===== src/rtl/boton_pkg.sv =====
// Shared types and default timing for the button press classifier.
// Defaults assume the 10 MHz lab clock (100 ns period).
package boton_pkg;

    typedef enum logic [1:0] {
        IDLE      = 2'd0,
        PRESSED   = 2'd1,
        LONG_HELD = 2'd2
    } boton_state_e;

    localparam int unsigned CLK_HZ                = 10_000_000;
    // 0.5 s hold for a long press, 0.2 s auto-repeat period.
    localparam int unsigned LONG_CYCLES_DEFAULT   = 5_000_000;
    localparam int unsigned REPEAT_CYCLES_DEFAULT = 2_000_000;
    localparam int unsigned CNT_W_DEFAULT         = 8;

endpackage


===== src/rtl/hold_counter.sv =====
// Clear/enable counter that saturates at MAX and flags the terminal value MAX-1.
module hold_counter #(
    parameter int unsigned MAX = 8,
    localparam int unsigned W  = $clog2(MAX + 1)
) (
    input  logic clk,
    input  logic rst,
    input  logic clr_i,
    input  logic en_i,
    output logic tc_o
);

    localparam logic [W-1:0] MaxVal = W'(MAX);
    localparam logic [W-1:0] TcVal  = W'(MAX - 1);

    logic [W-1:0] cnt_q, cnt_d;

    always_comb begin
        cnt_d = cnt_q;
        if (clr_i) begin
            cnt_d = '0;
        end else if (en_i && (cnt_q != MaxVal)) begin
            cnt_d = cnt_q + 1'b1;
        end
    end

    always_ff @(posedge clk or posedge rst) begin
        if (rst) begin
            cnt_q <= '0;
        end else begin
            cnt_q <= cnt_d;
        end
    end

    assign tc_o = (cnt_q == TcVal);

endmodule


===== src/rtl/button_press_classifier.sv =====
// Turns a debounced button level into short/long/auto-repeat pulses plus a short-press count.
// Define BOTON_REPEAT_EN to enable auto-repeat pulses while a long press is held.
module button_press_classifier
    import boton_pkg::*;
#(
    parameter int unsigned LONG_CYCLES   = LONG_CYCLES_DEFAULT,
    parameter int unsigned REPEAT_CYCLES = REPEAT_CYCLES_DEFAULT,
    parameter int unsigned CNT_W         = CNT_W_DEFAULT
) (
    input  logic             clk,
    input  logic             rst,
    input  logic             boton_debounce_pi,
    output logic             press_corto_o,
    output logic             press_largo_o,
    output logic             repeat_o,
    output logic [CNT_W-1:0] contador_o,
    output logic [1:0]       estado_o
);

    boton_state_e     state_q, state_d;
    logic             corto_q, corto_d;
    logic             largo_q, largo_d;
    logic [CNT_W-1:0] contador_q, contador_d;

    logic hold_en, hold_clr, hold_tc;

    // Counter holds 0 in IDLE, so the first high sample lands it on 1.
    hold_counter #(
        .MAX (LONG_CYCLES)
    ) u_hold_cnt (
        .clk   (clk),
        .rst   (rst),
        .clr_i (hold_clr),
        .en_i  (hold_en),
        .tc_o  (hold_tc)
    );

    always_ff @(posedge clk or posedge rst) begin
        if (rst) begin
            state_q <= IDLE;
        end else begin
            state_q <= state_d;
        end
    end

    always_comb begin
        state_d = state_q;
        case (state_q)
            IDLE: begin
                if (boton_debounce_pi) state_d = PRESSED;
            end
            PRESSED: begin
                if (!boton_debounce_pi) state_d = IDLE;
                else if (hold_tc)       state_d = LONG_HELD;
            end
            LONG_HELD: begin
                if (!boton_debounce_pi) state_d = IDLE;
            end
            default: state_d = IDLE;
        endcase
    end

    always_comb begin
        hold_en    = boton_debounce_pi &&
                     ((state_q == IDLE) || ((state_q == PRESSED) && !hold_tc));
        hold_clr   = !hold_en;
        corto_d    = (state_q == PRESSED) && !boton_debounce_pi;
        largo_d    = (state_q == PRESSED) && boton_debounce_pi && hold_tc;
        contador_d = contador_q + CNT_W'(corto_d);
    end

    always_ff @(posedge clk or posedge rst) begin
        if (rst) begin
            corto_q    <= 1'b0;
            largo_q    <= 1'b0;
            contador_q <= '0;
        end else begin
            corto_q    <= corto_d;
            largo_q    <= largo_d;
            contador_q <= contador_d;
        end
    end

`ifdef BOTON_REPEAT_EN
    logic rep_en, rep_clr, rep_tc;
    logic repeat_q, repeat_d;

    hold_counter #(
        .MAX (REPEAT_CYCLES)
    ) u_rep_cnt (
        .clk   (clk),
        .rst   (rst),
        .clr_i (rep_clr),
        .en_i  (rep_en),
        .tc_o  (rep_tc)
    );

    // Terminal count fires the pulse and restarts the period from 0.
    always_comb begin
        rep_en   = (state_q == LONG_HELD) && boton_debounce_pi && !rep_tc;
        rep_clr  = !rep_en;
        repeat_d = (state_q == LONG_HELD) && boton_debounce_pi && rep_tc;
    end

    always_ff @(posedge clk or posedge rst) begin
        if (rst) begin
            repeat_q <= 1'b0;
        end else begin
            repeat_q <= repeat_d;
        end
    end

    assign repeat_o = repeat_q;
`else
    assign repeat_o = 1'b0;
`endif

    assign press_corto_o = corto_q;
    assign press_largo_o = largo_q;
    assign contador_o    = contador_q;
    assign estado_o      = state_q;

endmodule

===== config.mk =====
export PLATFORM = sky130hd
export DESIGN_NAME = button_press_classifier
export DESIGN_NICKNAME = d
export VERILOG_FILES = /design/src/rtl/boton_pkg.sv /design/src/rtl/hold_counter.sv /design/src/rtl/button_press_classifier.sv
export SDC_FILE = /design/constraint.sdc
export NUM_CORES = 1
export LEC_CHECK = 0
export BUFFER_PORTS_ARGS = -buffer_cell sky130_fd_sc_hd__buf_2
export CORE_MARGIN = 5
export CORE_UTILIZATION = 43
export CTS_CLUSTER_DIAMETER = 200
export DETAILED_ROUTE_END_ITERATION = 12
export REMOVE_ABC_BUFFERS = 1
export SLEW_MARGIN = 15
export SYNTH_ARGS = -nofsm -noshare
export SYNTH_HDL_FRONTEND = slang
export SYNTH_SLANG_ARGS = --single-unit

===== constraint.sdc =====
create_clock -name clk -period 2.3 [get_ports clk]
set_input_delay 0.23 -clock clk [delete_from_list [all_inputs] [get_ports clk]]
set_output_delay 0.23 -clock clk [all_outputs]
set_load 0.005 [all_outputs]

==> results of run 1 <==
[registers in the layout, indices dropped and copies added (netlist names)]
| register | count |
|---|---|
| estado_o | 2 |
| contador_o | 8 |
| press_largo_o | 1 |
| press_corto_o | 1 |
| u_hold_cnt.cnt_q | 23 |
[path summary, 6_finish.rpt]
kind	from	end	depth (start not counted)
worst max-delay path	u_hold_cnt.cnt_q[0]	u_hold_cnt.cnt_q[16]	6
worst min-delay path	boton_debounce_pi	press_corto_o	2
worst max register to register	u_hold_cnt.cnt_q[0]	u_hold_cnt.cnt_q[16]	6
worst min register to register	contador_o[7]	contador_o[7]	1
max in group asynchronous	rst	u_hold_cnt.cnt_q[13]	4
min in group asynchronous	rst	estado_o[1]	3
[layer usage]
layer  wire (um)  vias to the layer above  GRT usage [%]
met1        1700                      678          20.29
li1            -                      664              -
met4          40                        0          4.545
met3         144                        4          4.459
met2        1864                       23          25.76
met5           0                        -              0
[layout by cell type (no fill, tap or decap), types with 2 or more instances in the layout]
cell type and count:
and2_1 2, nor2_1 14, o21ai_0 4, o31ai_1 4, clkbuf_8 6, xnor2_1 7, or4_1 4, buf_2 14
nand2b_1 2, or3_1 2, and4_1 2, xor2_1 10, a31o_2 2, nand4_1 9, inv_1 9, and3_1 3
nand2_1 9, dfrtp_1 35, nor4_1 2, nor3_1 3, a21oi_1 10, nor4b_1 2, nor2b_1 3, ha_1 4
buf_4 3, nand3_1 11
[power groups by stage]
stage                logic, W  clock network [W]  registers (W)
finish               0.000148           0.000588       0.000725
global route         0.000170           0.000621       0.000734
CTS                  0.000153           0.000594       0.000725
detailed placement   0.000150                  0       0.000738
global placement     0.000145                  0       0.000733
floorplan           0.0000684                  0       0.000736
[layout make-up]
type	instances	area, um^2
Fill cell	386	2006
Sequential cell	35	875.8
Multi-Input combinational cell	125	830.8
Timing Repair Buffer	18	102.6
Clock buffer	6	82.58
Tap cell	50	62.56
Clock inverter	2	35.03
Inverter	9	33.78
[stage by stage]
step,cell area [um^2],util (%),total power [W],setup WS (ps),cells
2_1_floorplan,1740,-,0.0008041,419.1,169
3_3_place_gp,1896,47.05,0.0008786,418.2,236
3_5_place_dp,1896,47.05,0.0008877,403.7,236
4_1_cts,2023,50.22,0.001472,369.3,245
5_1_grt,2023,50.22,0.001524,226.0,245
6_report,2023,50.22,0.001461,378.2,245
[critical path: stages, from the launching register on]
cell and delay (ps):
dfrtp_1 430, ha_1 220, and3_1 320, nand4_1 210
o31ai_4 280, buf_4 250, a21oi_1 70
[cell families after synthesis]
kind of cell    share of synthesized area [%]
simple gates                            25.56
buf+inv                                 4.481
flops                                   49.02
compound gates                          9.595
fa+ha+maj                               2.801
xor+xnor                                8.333
other cells                            0.2099
==> qor.txt, run 1 <==
Total routed wirelength: 3749 um
Pin count of the biggest net entering global routing: 25
Yosys top cell area share: 49.02%
PwrDens: 722.3 mW/mm^2
#FFs+latches synth: 35
Mean Syn Cell Area: 10.09 um^2
First-pass GRT wire length: 6637 um
Leading area contributor after synthesis: dfrtp_1
Crit share post-route: 83.56%
Top-count cell post-synth: dfrtp_1
Vias: 1369
Total Routing Usage GR: 15.72%
Clock power share: 40.2%
Critical Path End Type: register
Worst EP arrival: 2090 ps
Internal: 0.001095 W
RSZ-0062 raised after global routing: no
Initial Utilization: 44.35%
Core Box Area: 0.004029 mm^2
Ys async rst share: 100.0%
Critical path class: reg -> reg
GRT overflow: 0
Final antenna-violating net count: 0
Max Transition Viols Final: 0
CTS tree: yes
Post-synthesis sequential area ratio: 49.02%
Die area: 0.005544 mm^2
Post-cts sizing count: 0
Worst skew pair latency: 290 ps
Share of cells above drive strength 1: 17.95%
Vias/cell: 5.588
Synthesized area: 0.001787 mm^2
CTS Buf Count: 5
Initial detailed-routing violation count: 95
Final setup vio count: 0
Min Hold Slack: 146.8 ps
Die height: 74.46 um
Max Cap Viol: 0
GPL Wtd Cong: 0.8045
Post-CTS setup repair buffer count: 0
Pre-Repair DR Iteration Count: 4
FP Rows: 23
CTS Buffer Depth: 2
Synth Flop Type: dfrtp_1
Synth top cells by count: 35 x dfrtp_1, 14 x nor2_1, 11 x nand3_1
Seq pwr share: 49.6%
DIE WIDTH: 74.46 um
Clock Sinks: 35
Hold Fails Final Rpt: 0
Vias in the first global route: 1380
Setup_tns: 0 ps
Switch share: 25.08%
Average routed wire per standard cell: 15.30 um
# IOs: 16
Synth area leaders: dfrtp_1 49%, xor2_1 4.9%, xnor2_1 3.4%, nand4_1 3.2%, nand3_1 3.1%
Clk pin slew, worst setup/hold paths: 80 ps
Yosys warns: 0
Nets: 201
Remaining routing DRC violations: 0
Post-CTS Hold Fix Bufs: 1
Sw power: 0.0003664 W
Final Critical Period: 1922 ps
WP data required: 2470 ps
Initial antenna violation count: 0
Post-synth EDFFs: 0
Status: completed
Clk_skew: 8.536 ps
DP Wirelength: 2693 um
Synth cell types: 42
CTS root buf: clkbuf_8
Max VDD drop: 451.0 uV
Fmax: 520.3 MHz
IO buf count: 14
Crit-path max FO: 15
R2R setup slack: 380 ps
N_diodes: 0
Mapped Cells: 177
Area grow syn2layout: 13.24%
Pleak: 0.8722 nW
Worst Setup Start Kind: register
Hold Path Class: in -> reg
Combinational power share: 10.1%
Htree depth: 2
Power figures use the tool's default switching activity.
==> inputs of run 2 (changes only) <==
--- a/config.mk
+++ b/config.mk
@@ -5,6 +5,7 @@
 export SDC_FILE = /design/constraint.sdc
 export NUM_CORES = 1
 export LEC_CHECK = 0
+export ABC_AREA = 1
 export BUFFER_PORTS_ARGS = -buffer_cell sky130_fd_sc_hd__buf_2
 export CORE_MARGIN = 5
 export CORE_UTILIZATION = 43
==> constraint.sdc (replaced) <==
create_clock -name clk -period 1.62 [get_ports clk]
set_input_delay 0.162 -clock clk [delete_from_list [all_inputs] [get_ports clk]]
set_output_delay 0.162 -clock clk [all_outputs]
set_load 0.005 [all_outputs]
==> run 2 against run 1 <==
Setup slack got worse by 250 ps; worst hold slack worse by 98 ps; synthesized cell count increased by 47%; die area rose by 7.7%; final cell count up 39%; flip-flop and latch count did not move; synthesized area rose by 9.0%; core utilization increased by 1.1 points; clock skew hardly changed; count of clock-buffer cells in the layout decreased by 1; fmax is 28% higher; largest cell class is now multi-input gates; largest power group unchanged.
==> qor.txt, run 2 <==
Max VDD drop: 602.9 uV (+34%)
Synth Flop Type: dfrtp_1
Top-count cell post-synth: nand2_1
Crit path max-delay family: simple AND/OR/NAND/NOR gates
Initial detailed-routing violation count: 136 (+43%)
N_diodes: 0 (unchanged)
Fmax: 668.2 MHz (+28%)
Vias/cell: 4.721 (-16%)
Vias in the first global route: 1543 (+12%)
Crit-path max cell delay: 410 ps (-20 ps)
Final setup vio count: 0 (unchanged)
Die area: 0.005973 mm^2 (+7.7%)
Mapped Cells: 261 (+47%)
Reg2Reg Depth: 9 (+3)
Total Routing Usage GR: 15.15% (-0.56 points)
Pre-Repair DR Iteration Count: 4 (unchanged)
Cell mode on critical path: nand2_1
Final total power: 0.001980 W (+36%)
Crit-path max FO: 4 (-11)
Critical Path End Type: register
Initial antenna violation count: 0 (unchanged)
Crit path buf inv count: 2 (+1)
Area grow syn2layout: 15.49%
Most common cell after layout, fill and taps aside: nand2_1
Die height: 77.29 um (+3.8%)
Pin count of the biggest net entering global routing: 36 (+44%)
WHS Path Cells: 2 (unchanged)
# IOs: 16 (unchanged)
Max reg flops: 23 (unchanged)
Clk_skew: 8.580 ps (+0.04441 ps)
Ys async rst share: 100.0% (unchanged)
Synth top cells by count: 73 x nand2_1, 68 x nor2_1, 35 x dfrtp_1
Leading area contributor after synthesis: dfrtp_1
Htree depth: 2 (unchanged)
Worst skew pair latency: 290 ps (about the same)
Total routed wirelength: 4010 um (+7.0%)
WP data required: 1850 ps (-620 ps)
Hold Fails Final Rpt: 0 (unchanged)
GRT overflow: 0 (unchanged)
CTS tree: yes
CTS root buf: clkbuf_8
Synth area leaders: dfrtp_1 45%, nand2_1 14%, nor2_1 13%, xor2_1 6.3%, inv_1 5.4%
Yosys warns: 0 (unchanged)
Post-synth EDFFs: 0 (unchanged)
Mean Syn Cell Area: 7.459 um^2 (-26%)
Filler Cells Inserted: 438 (+13%)
Clk pin slew, worst setup/hold paths: 80 ps (about the same)
Max Transition Viols Final: 0 (unchanged)
Critical path class: reg -> reg
FP Rows: 24 (+4.3%)
#FFs+latches synth: 35 (unchanged)
Synth cell types: 21 (-50%)
Final antenna-violating net count: 0 (unchanged)
Worst Setup Start Kind: register
IO buf count: 14 (unchanged)
Max Cap Viol: 0 (unchanged)
DIE WIDTH: 77.29 um (+3.8%)
Average routed wire per standard cell: 11.79 um (-23%)
Remaining routing DRC violations: 0 (unchanged)
GPL Wtd Cong: 0.8589 (+6.8%)
Hold Path Class: in -> reg
Stages on worst setup path: 9 (+3)
Core Box Area: 0.004384 mm^2 (+8.8%)
DP Wirelength: 3094 um (+15%)
Largest Register: u_hold_cnt.cnt_q
CP max-delay cell: dfrtp_1
Vias: 1605 (+17%)
Initial Utilization: 44.41% (+0.059 points)
Setup_tns: 0 ps (unchanged)
Post-synthesis sequential area ratio: 44.99% (-4.0 points)
Yosys top cell area share: 44.99% (-4.0 points)
Clock Sinks: 35 (unchanged)
PwrDens: 880.7 mW/mm^2 (+22%)
CTS Buf Count: 5 (unchanged)
RSZ-0062 raised after global routing: yes
First-pass GRT wire length: 7341 um (+11%)
Status: completed
CTS Buffer Depth: 2 (unchanged)
Most frequent cells in the layout: 73 x nand2_1, 66 x nor2_1, 34 x dfrtp_1, 28 x inv_1
Synthesized area: 0.001947 mm^2 (+9.0%)
Worst path cell trace: buf_4, inv_1, ha_1, nand2_1, nor2_1, nand3_1, nand2_1, nand2_1, nor2_1
Pleak: 0.9729 nW (+12%)
Crit share post-route: 92.38% (+8.8 points)
Share of cells above drive strength 1: 14.93% (-3.0 points)
Nets: 294 (+46%)
Worst EP arrival: 1720 ps (-370 ps)
Final Critical Period: 1496 ps (-425.3 ps)
[run 2: cell types whose count changed in the layout (fill, tap and decap cells not counted), sizes merged, moves of 4 or more]
cell	delta
nand2	+67
nor2	+55
inv	+19
a21oi	-10
nand4	-6
o31ai	-5
or4	-5
buf	+4
nand3	+4
o21ai	-4
or3	-4
xor2	+4
[run 2: layout make-up]
type                    count  area (um^2)  area share, %
clock inverters             3        25.02          1.113
repair buffers             22        132.6          5.899
inverters                  28        105.1          4.674
multi-input cells         195        974.7          43.35
flip-flops and latches     35        877.1          39.01
clock buffers               5        68.82          3.061
well taps                  52        65.06          2.894
[run 2: metal layers]
metal	vias up	wire [um]	share of wire [%]	GRT usage, %
met3	6	142	3.5	3.513
met5	-	0	0	0
met2	20	1835	46	22.98
met1	734	1981	49	21.58
li1	845	-	-	-
met4	0	51	1.3	4.124
[run 2: final timing paths]
path                                     start             endpoint  slack, ps
setup / recovery           u_hold_cnt.cnt_q[0]  u_hold_cnt.cnt_q[0]        120
hold / removal               boton_debounce_pi        press_corto_o         50
setup reg to reg           u_hold_cnt.cnt_q[0]  u_hold_cnt.cnt_q[0]        120
hold reg to reg                  contador_o[7]        contador_o[7]        470
max in group asynchronous                  rst  u_hold_cnt.cnt_q[2]        780
min in group asynchronous                  rst        contador_o[7]        500
[run 2: cell families (layout without fill, tap and decap cells)]
kind of cell / after synthesis / after routing / synth area share, %
AO/OA/AOI/OAI: 3 / 3 / 0.9641
XOR/XNOR: 20 / 20 / 8.998
AND/OR/NAND/NOR: 167 / 167 / 35.35
flip-flops: 35 / 35 / 44.99
adder cells (fa/ha/maj): 4 / 4 / 2.571
other: 1 / 1 / 0.1926
buffers and inverters: 31 / 58 / 6.941
[run 2: power breakdown]
part | leakage (nW) | total, W | internal [W] | switching [W]
clock network | 0.0443 | 0.000643 | 0.000307 | 0.000337
registers | 0.467 | 0.00106 | 0.000969 | 0.0000862
logic | 0.462 | 0.000281 | 0.000132 | 0.000149
total | 0.973 | 0.00198 | 0.00141 | 0.000572
[run 2: repair_timing]
action	in CTS	in global routing
hold buffers	1	0
pin swaps	0	1
endpoints found under the hold margin	35	0
resized for setup	1	9
endpoints found under the setup margin	1	24
buffers inserted	0	1
[run 2: through the flow]
step                      area (um^2)  hold slack, ps  std cells  setup slack, ps  util, %
after floorplan                  1917           241.7        258            112.5        -
after global placement           2097           286.0        330            41.11    47.83
after detailed placement         2097           284.5        330           -42.04    47.83
after CTS                        2206           50.20        339            46.58    50.31
after global routing             2248           51.43        340          -0.3996    51.28
final                            2248           48.50        340            123.5    51.28
==> inputs of run 3 (changes only) <==
--- a/config.mk
+++ b/config.mk
@@ -7,10 +7,13 @@
 export LEC_CHECK = 0
 export ABC_AREA = 1
 export BUFFER_PORTS_ARGS = -buffer_cell sky130_fd_sc_hd__buf_2
+export CELL_PAD_IN_SITES_DETAIL_PLACEMENT = 1
+export CELL_PAD_IN_SITES_GLOBAL_PLACEMENT = 1
 export CORE_MARGIN = 5
-export CORE_UTILIZATION = 43
+export CORE_UTILIZATION = 39
 export CTS_CLUSTER_DIAMETER = 200
 export DETAILED_ROUTE_END_ITERATION = 12
+export PLACE_DENSITY_LB_ADDON = 0.1
 export REMOVE_ABC_BUFFERS = 1
 export SLEW_MARGIN = 15
 export SYNTH_ARGS = -nofsm -noshare
==> run 3 against run 2 <==
Worst hold slack better by 18 ps; clock skew is 1.9 ps lower; setup slack lost 35 ps; cell area up 2.0%; fmax shrank 2.3%; sequential share of layout area decreased by 0.82 points; flip-flop and latch count unchanged; count of clock-buffer cells in the layout stayed put; global-route usage increased by 2.5 points; critical path depth is the same; largest cell class unchanged; largest power group unchanged.
==> qor.txt, run 3 (same netlist as run 2, synthesis figures left out) <==
Status: completed
Max reg flops: 23 (unchanged)
Remaining routing DRC violations: 0 (unchanged)
Clk pin slew, worst setup/hold paths: 80 ps (about the same)
Inst Count DP: 349 (+5.8%)
GPL Wtd Cong: 0.7965 (-7.3%)
Most frequent cells in the layout: 73 x nand2_1, 64 x nor2_1, 35 x dfrtp_1, 28 x inv_1
Multi-input gate area: 969.7 um^2 (-0.51%)
Initial antenna violation count: 0 (unchanged)
Nets: 299 (+1.7%)
# IOs: 16 (unchanged)
Fmax: 653.1 MHz (-2.3%)
Filler Cells Inserted: 626 (+43%)
Hold Path Class: in -> reg
WHS Path Cells: 2 (unchanged)
Pre-Repair DR Iteration Count: 4 (unchanged)
Area grow syn2layout: 17.80%
Setup WS pre-CTS: -25.81 ps (+16.22 ps)
CTS root buf: clkbuf_8
Worst skew pair latency: 290 ps (about the same)
Clock Sinks: 35 (unchanged)
Hold Fails Final Rpt: 0 (unchanged)
Die area: 0.006505 mm^2 (+8.9%)
IO buf count: 14 (unchanged)
Largest Register: u_hold_cnt.cnt_q
Worst setup margin: 88.82 ps (-34.69 ps)
Crit share post-route: 94.52% (+2.1 points)
Worst Setup Start Kind: register
Htree depth: 2 (unchanged)
CTS Buf Count: 5 (unchanged)
Die height: 80.66 um (+4.4%)
Final Critical Period: 1531 ps (+34.69 ps)
Reg2Reg Depth: 9 (unchanged)
DP Wirelength: 3788 um (+22%)
Max Transition Viols Final: 0 (unchanged)
Pleak: 0.9947 nW (+2.2%)
Vias/cell: 4.694 (-0.55%)
Worst EP arrival: 1710 ps (about the same)
Most common cell after layout, fill and taps aside: nand2_1
Clk_skew: 6.663 ps (-1.917 ps)
PwrDens: 868.6 mW/mm^2 (-1.4%)
Vias in the first global route: 1810 (+17%)
Storage cell area: 875.8 um^2 (-0.14%)
Max Cap Viol: 0 (unchanged)
Core Box Area: 0.004786 mm^2 (+9.2%)
GRT overflow: 0 (unchanged)
Final antenna-violating net count: 0 (unchanged)
Final setup vio count: 0 (unchanged)
Crit-path max FO: 2 (-2)
First-pass GRT wire length: 8611 um (+17%)
Vias: 1690 (+5.3%)
WP data required: 1800 ps (-50 ps)
Initial Utilization: 40.68% (-3.7 points)
Max VDD drop: 504.1 uV (-16%)
RSZ-0062 raised after global routing: yes
Total routed wirelength: 4908 um (+22%)
Initial detailed-routing violation count: 77 (-43%)
N_diodes: 0 (unchanged)
Critical path class: reg -> reg
Total Routing Usage GR: 17.62% (+2.5 points)
Pin count of the biggest net entering global routing: 36 (unchanged)
Post-Layout Cell Count: 360 (+5.9%)
DIE WIDTH: 80.66 um (+4.4%)
Critical Path End Type: register
Average routed wire per standard cell: 13.63 um (+16%)
CTS tree: yes
FP Rows: 25 (+4.2%)
Share of cells above drive strength 1: 16.04% (+1.1 points)
CTS Buffer Depth: 2 (unchanged)
run 3: layout make-up:
cell class                 count  area share (%)
multi-input combinational    195           42.28
sequential                    35           38.19
clock buffer                   5           3.001
inverter                      28           4.583
clock inverter                 3          0.8729
tap                           67           3.655
timing repair buffer          27           7.420
run 3: critical path, cell delays in order (launching register included):
cell	delay, ps
dfrtp_1	390
inv_1	80
nand2_1	60
nor2_2	100
ha_2	200
ha_2	190
nand3_1	100
nor2_1	100
nand2_1	80
xnor2_1	130
run 3: worst paths after layout:
path                                    from                   end  slack (ps)
min                        boton_debounce_pi         press_corto_o          70
min reg2reg                    contador_o[7]         contador_o[7]         490
min in group asynchronous                rst  u_hold_cnt.cnt_q[15]         520
max reg2reg                      estado_o[1]         contador_o[6]          90
max in group asynchronous                rst   u_hold_cnt.cnt_q[1]         770
max                              estado_o[1]         contador_o[6]          90
run 3: routing by layer:
layer | track usage (%) | up-vias | share of wire [%]
met5 | 0 | - | 0
met4 | 6.081 | 0 | 1.4
met3 | 3.363 | 6 | 2.7
met2 | 28.81 | 14 | 47
met1 | 23.17 | 820 | 49
li1 | - | 850 | -
run 3: what timing repair did:
action	CTS	global route
hold buffers	1	0
buffers inserted	0	2
endpoints found under the setup margin	3	8
pin swaps	0	2
gates resized for setup	2	7
hold endpoints to repair	35	0
run 3: metrics by stage:
stage | cell area (um^2) | power, W | TNS [ps] | hold WS (ps) | utilization, %
floorplan | 1917 | 0.001196 | 0 | 241.7 | -
global placement | 2146 | 0.001339 | 0 | 288.2 | 44.84
detailed placement | 2146 | 0.001350 | -25.81 | 300.3 | 44.84
CTS | 2258 | 0.002004 | 0 | 70.37 | 47.19
global route | 2293 | 0.002113 | -86.11 | 63.24 | 47.92
finish | 2293 | 0.001992 | 0 | 66.57 | 47.92
run 3: report_power, final:
| part | total (W) | internal [W] | switching [W] |
|---|---|---|---|
| sequential | 0.00105 | 0.000969 | 0.0000846 |
| combinational | 0.000292 | 0.000137 | 0.000155 |
| clock | 0.000647 | 0.000299 | 0.000347 |
| total | 0.00199 | 0.00140 | 0.000587 |
